**config.mk**
```make
export PLATFORM = sky130hd
export DESIGN_NAME = imem_loader_flat
export DESIGN_NICKNAME = d
export VERILOG_FILES = /design/src/rtl/imem_loader_if.sv /design/src/rtl/imem_loader.sv /design/src/flat_wrapper.sv
export SDC_FILE = /design/constraint.sdc
export NUM_CORES = 1
export LEC_CHECK = 0
export ABC_AREA = 1
export CAP_MARGIN = 10
export CORE_MARGIN = 2
export CORE_UTILIZATION = 30
export CTS_BUF_LIST = sky130_fd_sc_hd__clkbuf_4 sky130_fd_sc_hd__clkbuf_8 sky130_fd_sc_hd__clkbuf_16
export DETAILED_ROUTE_END_ITERATION = 6
export PLACE_DENSITY = 0.51
export SLEW_MARGIN = 0
export SYNTH_ARGS = -nofsm -noshare
export SYNTH_HDL_FRONTEND = slang
export SYNTH_SLANG_ARGS = --single-unit
```
**constraint.sdc**
```tcl
create_clock -name clock -period 2.2 [get_ports clock]
set_input_delay 0.22 -clock clock [delete_from_list [all_inputs] [get_ports clock]]
set_output_delay 0.22 -clock clock [all_outputs]
set_load 0.05 [all_outputs]
```
**src/rtl/imem_loader_if.sv**
```systemverilog
// Byte-stream input and instruction-memory write port of the boot loader.
// The loader takes the slave view: it consumes the byte stream and drives
// the memory write strobe, address and data. The host/harness side uses master.
interface imem_loader_if;
    logic        in_valid;
    logic [7:0]  in_data;
    logic        in_ready;
    logic        mem_we;
    logic [31:0] mem_addr;
    logic [31:0] mem_wdata;

    modport slave (
        input  in_valid,
        input  in_data,
        output in_ready,
        output mem_we,
        output mem_addr,
        output mem_wdata
    );

    modport master (
        output in_valid,
        output in_data,
        input  in_ready,
        input  mem_we,
        input  mem_addr,
        input  mem_wdata
    );
endinterface

```
**src/rtl/imem_loader.sv**
```systemverilog
// Boot-time instruction memory loader.
// Frame: count[7:0], count[15:8], count little-endian 32-bit words, XOR checksum.
// Each assembled word is written once; the CPU stays held in reset until the
// whole image is written and the checksum byte matches.
module imem_loader #(
    parameter logic [31:0] BASE_ADDR = '0,
    parameter int unsigned MAX_WORDS = 1024
) (
    input  logic          clock,
    input  logic          rst_n,
    imem_loader_if.slave  bus,
    input  logic          restart,
    output logic          cpu_hold,
    output logic          done,
    output logic          error
);

    localparam logic [31:0] MAX_W = 32'(MAX_WORDS);

    typedef enum logic [2:0] {
        S_IDLE,
        S_CNT_HI,
        S_DATA,
        S_CHECK,
        S_DONE,
        S_ERROR
    } state_t;

    state_t      state;
    logic        ready_q;
    logic        we_q;
    logic [31:0] addr_q;
    logic [31:0] wdata_q;
    logic [7:0]  count_lo;
    logic [15:0] count_q;
    logic [15:0] word_idx;
    logic [1:0]  byte_cnt;
    logic [23:0] shift_q;
    logic [7:0]  csum;

    logic        accept;
    logic [15:0] count_full;

    assign accept     = bus.in_valid && ready_q;
    assign count_full = {bus.in_data, count_lo};

    assign bus.in_ready  = ready_q;
    assign bus.mem_we    = we_q;
    assign bus.mem_addr  = addr_q;
    assign bus.mem_wdata = wdata_q;

    // Frame parser, word assembler and write/status register updates.
    always_ff @(posedge clock or negedge rst_n) begin
        if (!rst_n) begin
            state    <= S_IDLE;
            ready_q  <= 1'b0;
            we_q     <= 1'b0;
            addr_q   <= BASE_ADDR;
            wdata_q  <= '0;
            count_lo <= '0;
            count_q  <= '0;
            word_idx <= '0;
            byte_cnt <= '0;
            shift_q  <= '0;
            csum     <= '0;
            cpu_hold <= 1'b1;
            done     <= 1'b0;
            error    <= 1'b0;
        end else begin
            we_q <= 1'b0;
            case (state)
                S_IDLE: begin
                    ready_q <= 1'b1;
                    if (accept) begin
                        count_lo <= bus.in_data;
                        csum     <= bus.in_data;
                        state    <= S_CNT_HI;
                    end else begin
                        csum     <= '0;
                        word_idx <= '0;
                        byte_cnt <= '0;
                    end
                end

                S_CNT_HI: begin
                    if (accept) begin
                        count_q <= count_full;
                        csum    <= csum ^ bus.in_data;
                        if (32'(count_full) > MAX_W) begin
                            error   <= 1'b1;
                            ready_q <= 1'b0;
                            state   <= S_ERROR;
                        end else if (count_full == 16'd0) begin
                            state <= S_CHECK;
                        end else begin
                            state <= S_DATA;
                        end
                    end
                end

                S_DATA: begin
                    // ready_q low here means this is the write stall cycle.
                    if (!ready_q) begin
                        ready_q <= 1'b1;
                    end else if (accept) begin
                        csum     <= csum ^ bus.in_data;
                        byte_cnt <= byte_cnt + 2'd1;
                        if (byte_cnt == 2'd3) begin
                            we_q     <= 1'b1;
                            wdata_q  <= {bus.in_data, shift_q};
                            addr_q   <= BASE_ADDR + 32'(word_idx);
                            ready_q  <= 1'b0;
                            word_idx <= word_idx + 16'd1;
                            if (word_idx + 16'd1 == count_q) begin
                                state <= S_CHECK;
                            end
                        end else begin
                            shift_q <= {bus.in_data, shift_q[23:8]};
                        end
                    end
                end

                S_CHECK: begin
                    if (!ready_q) begin
                        ready_q <= 1'b1;
                    end else if (accept) begin
                        ready_q <= 1'b0;
                        if (bus.in_data == csum) begin
                            done     <= 1'b1;
                            cpu_hold <= 1'b0;
                            state    <= S_DONE;
                        end else begin
                            error <= 1'b1;
                            state <= S_ERROR;
                        end
                    end
                end

                S_DONE, S_ERROR: begin
                    ready_q <= 1'b0;
                    if (restart) begin
                        word_idx <= '0;
                        byte_cnt <= '0;
                        csum     <= '0;
                        done     <= 1'b0;
                        error    <= 1'b0;
                        cpu_hold <= 1'b1;
                        ready_q  <= 1'b1;
                        state    <= S_IDLE;
                    end
                end

                default: begin
                    ready_q <= 1'b0;
                    state   <= S_IDLE;
                end
            endcase
        end
    end

endmodule

```
**src/flat_wrapper.sv**
```systemverilog
// flat-port wrapper written by rule: the top's interface ports become plain ports
module imem_loader_flat 
#(
    parameter logic [31:0] BASE_ADDR = '0,
    parameter int unsigned MAX_WORDS = 1024
)
  (clock, rst_n, restart, cpu_hold, done, error, bus_in_valid, bus_in_data, bus_in_ready, bus_mem_we, bus_mem_addr, bus_mem_wdata);
  imem_loader_if bus_i ();
  input  logic clock;
  input  logic rst_n;
  input  logic restart;
  output logic cpu_hold;
  output logic done;
  output logic error;
  input wire logic [$bits(bus_i.in_valid)-1:0] bus_in_valid;
  input wire logic [$bits(bus_i.in_data)-1:0] bus_in_data;
  output wire logic [$bits(bus_i.in_ready)-1:0] bus_in_ready;
  output wire logic [$bits(bus_i.mem_we)-1:0] bus_mem_we;
  output wire logic [$bits(bus_i.mem_addr)-1:0] bus_mem_addr;
  output wire logic [$bits(bus_i.mem_wdata)-1:0] bus_mem_wdata;
  assign bus_i.in_valid = bus_in_valid;
  assign bus_i.in_data = bus_in_data;
  assign bus_in_ready = bus_i.in_ready;
  assign bus_mem_we = bus_i.mem_we;
  assign bus_mem_addr = bus_i.mem_addr;
  assign bus_mem_wdata = bus_i.mem_wdata;
  imem_loader #(.BASE_ADDR(BASE_ADDR), .MAX_WORDS(MAX_WORDS)) u_core (.clock(clock), .rst_n(rst_n), .bus(bus_i), .restart(restart), .cpu_hold(cpu_hold), .done(done), .error(error));
endmodule
```
==> impl_metrics.env <==
export IMPL_antenna_found_initial=0
export IMPL_row_count=52
export IMPL_drtPass1Iterations=5
export IMPL_routedWlPerCell_um=14.25
export IMPL_synth_main_ff_cell="dfrtp_1"
export IMPL_crit_cells=15
export IMPL_grt_pass1_wl_um=26340
export IMPL_cp_slowest_cell="dfrtp_1"
export IMPL_io_pins=81
export IMPL_critPathArrivalTime_ps=2370
export IMPL_rsz0062_at_grt="false"
export IMPL_numCtsBuffers=17
export IMPL_cts_sinks=130
export IMPL_via_per_inst=4.573
export IMPL_synth_async_sr_flop_share_pct=100.0
export IMPL_maxCapViolations=0
export IMPL_path_class="flop to flop"
export IMPL_grt_pass1_vias=4866
export IMPL_p_leak_nw=3.631
export IMPL_synth_edf_count=0
export IMPL_end_kind="flop"
export IMPL_hold_viol=0
export IMPL_clockRootBuffer="clkbuf_16"
export IMPL_htree_levels=4
export IMPL_placed_area_um2=7227
export IMPL_yosysSeqAreaShare_pct=52.66
export IMPL_grt_total_usage_pct=15.37
export IMPL_synth_cell_area_um2=6180
export IMPL_crit_start="u_core.word_idx[0]"
export IMPL_rr_endpoint="u_core.state[0]"
export IMPL_drt_iter0_drc=399
export IMPL_post_route_period_util_pct=93.13
export IMPL_critical_path_top_delay_family="simple AND/OR/NAND/NOR gates"
export IMPL_synth_area_per_cell_um2=8.153
export IMPL_core_area_um2=20230
export IMPL_overflow=0
export IMPL_finalMaxSlewViolations=0
export IMPL_io_buffers=64
export IMPL_setup_viol=0
export IMPL_relSlewSlack_pct=59.76
export IMPL_reg2reg_depth=15
export IMPL_skew_ps=7.911
export IMPL_power_density_nw_per_um2=1525
export IMPL_synth_cells=758
export IMPL_antennaDiodeCount=0
export IMPL_outcome="complete, no violations"
export IMPL_synth_seq_cells=130
export IMPL_clock_fmax_ghz=0.4881
export IMPL_initial_core_util_pct=30.54
export IMPL_cp_slowest_stage_delay_ps=400
export IMPL_timing_rr_start="u_core.word_idx[0]"
export IMPL_wl_met3_um=697
export IMPL_cp_required_ps=2520
export IMPL_final_area_um2=7865
export IMPL_synth_cell_type_count=33
export IMPL_drtAntennaViolNets=0
export IMPL_cts_tree="done"
export IMPL_ir_drop_mv=0.8711
export IMPL_ys_warnings_count=0
export IMPL_nets=854
export IMPL_met1_length_um=8282
export IMPL_fin_crit_ps=2049
export IMPL_dr_total_vias=5136
export IMPL_cpMostUsedCell="nand2_1"
export IMPL_rrSetupSlack_ps=150
export IMPL_routabilityCongestion=0.8483
export IMPL_clock_latency_ps=420
export IMPL_path_clk_slew_ps=60
export IMPL_routed_top_layer="met4"
export IMPL_crit_chain="ha_2 -> nand2_2 -> nor2_4 -> buf_4 -> nand3_1 -> nand2_1 -> nand2_1 -> nand2_1 -> nand2_1 -> nor2_1 -> nand3_2 -> inv_1 -> nand2_1 -> nand3_1 -> nand2_1"
export IMPL_drc=0
export IMPL_die_h_um=147.5
export IMPL_route_met2_wl_um=6781
export IMPL_layout_commonest_cell="nand2_1"
export IMPL_fin_tns_setup_ps=0
export IMPL_worstMarginPinSlew_ps=603.6
export IMPL_endpoint="u_core.state[0]"
export IMPL_grt_max_degree=62
export IMPL_die_x_um=147.5
export IMPL_final_cell_mix="220 x nand2_1, 128 x dfrtp_1, 74 x inv_1"
export IMPL_worst_path_buf_inv=2
export IMPL_die_area_um2=21760
export IMPL_min_path_type="input port to async pin"
export IMPL_wl_um=16000
export IMPL_drive_above_1_share_pct=10.55
export IMPL_hpwl_um=11290
export IMPL_crit_path_start_kind="flop"
export IMPL_clockBufferDepth=2
export IMPL_area_growth_pct=27.27
export IMPL_critPathMaxFanout=8
==> cell usage after synthesis (4+ instances only) <==
cell type	instances	share of area [%]
nand2_1	221	13
o21ai_0	43	3.5
inv_2	12	0.73
o32a_1	6	0.97
inv_1	74	4.5
a21oi_1	17	1.4
nand3_1	50	4.0
buf_4	18	2.2
o22ai_1	7	0.71
xnor2_1	7	0.99
dfrtp_1	129	52
nor2_2	10	1.0
nor2_1	40	2.4
nand4_1	15	1.5
nor3_1	4	0.32
clkbuf_1	15	0.91
buf_2	7	0.57
o21ai_1	58	4.7
==> area by class of cell <==
cell class,count,area [um2]
fill,2060,12370
sequential,130,3256
multi-input combinational,516,2439
timing repair buffer,88,912.1
clock buffer,23,489.2
tap,270,337.8
inverter,87,326.6
clock inverter,9,105.1
==> routing by layer <==
layer  GRT usage [%]  vias up
met2           21.72      146
met4           4.712        0
met5               0        -
li1                -     2599
met1           23.01     2373
met3           3.889       18
==> sequential cells by signal, summed over array words and instances (netlist names), 2 cells and up <==
signal and flops:
u_core.state 3, u_core.count_lo 8, u_core.count_q 16, u_core.byte_cnt 2
u_core.csum 8, u_core.word_idx 16, u_core.bus.mem_addr 16, u_core.bus.mem_wdata 32
u_core.shift_q 24
==> stage by stage <==
step                setup WS [ps]  hold WS, ps  utilization (%)  power, W  std cells
floorplan                   431.4       -75.59                -  0.007460        773
global placement            72.43        266.2            35.72  0.009155       1087
detailed placement          97.73        268.4            35.72  0.009185       1087
CTS                         188.0        392.6            38.70   0.01206       1120
global route                14.15        410.9            38.87   0.01280       1123
finish                      151.2        368.5            38.87   0.01200       1123
==> worst reg2reg max path, stage by stage, from the launching register on <==
cell     delay [ps]
dfrtp_1         400
ha_2            220
nand2_2          90
nor2_4          240
buf_4           170
nand3_1          70
nand2_1         110
nand2_1          80
nand2_1          60
nand2_1          50
nor2_1          110
nand3_2         100
inv_1            70
nand2_1          50
nand3_1          70
nand2_1          50
==> worst min path at each step <==
stage / startpoint / to / slack (ps) / cells after the start
2_1_floorplan: rst_n / u_core.bus.in_ready / -80 / 0
3_3_place_gp: rst_n / u_core.bus.mem_wdata[23] / 270 / 1
3_5_place_dp: rst_n / u_core.bus.mem_wdata[23] / 270 / 1
4_1_cts: rst_n / u_core.csum[5] / 390 / 2
5_1_grt: rst_n / u_core.shift_q[15] / 410 / 2
6_report: rst_n / u_core.shift_q[15] / 370 / 2
==> kinds of logic (layout without fill, tap and decap cells) <==
group                    after synthesis  in the layout  share of synthesized area (%)
AND/OR/NAND/NOR                      350            350                          23.99
AO/OA/AOI/OAI                        138            138                          12.47
flip-flops                           130            130                          52.66
buffers and inverters                127            207                          8.949
XOR/XNOR                               9              9                          1.276
adder cells (fa/ha/maj)                2              2                         0.4049
other                                  1             16                        0.06068
multiplexers                           1              1                         0.1822
==> report_power, final <==
part,leakage [nW],switching (W),internal (W)
Combinational,1.72,0.00352,0.00176
Clock,0.285,0.00105,0.00179
Sequential,1.63,0.000594,0.00328
Total,3.63,0.00517,0.00683
==> what timing repair did <==
item / 4_1_cts / 5_1_grt
gates resized for setup: 0 / 4
setup endpoints to repair: 0 / 2
hold buffers: 1 / 0
buffers inserted: 0 / 3
hold endpoints to repair: 58 / 0
(Power assumes the default switching activity.)
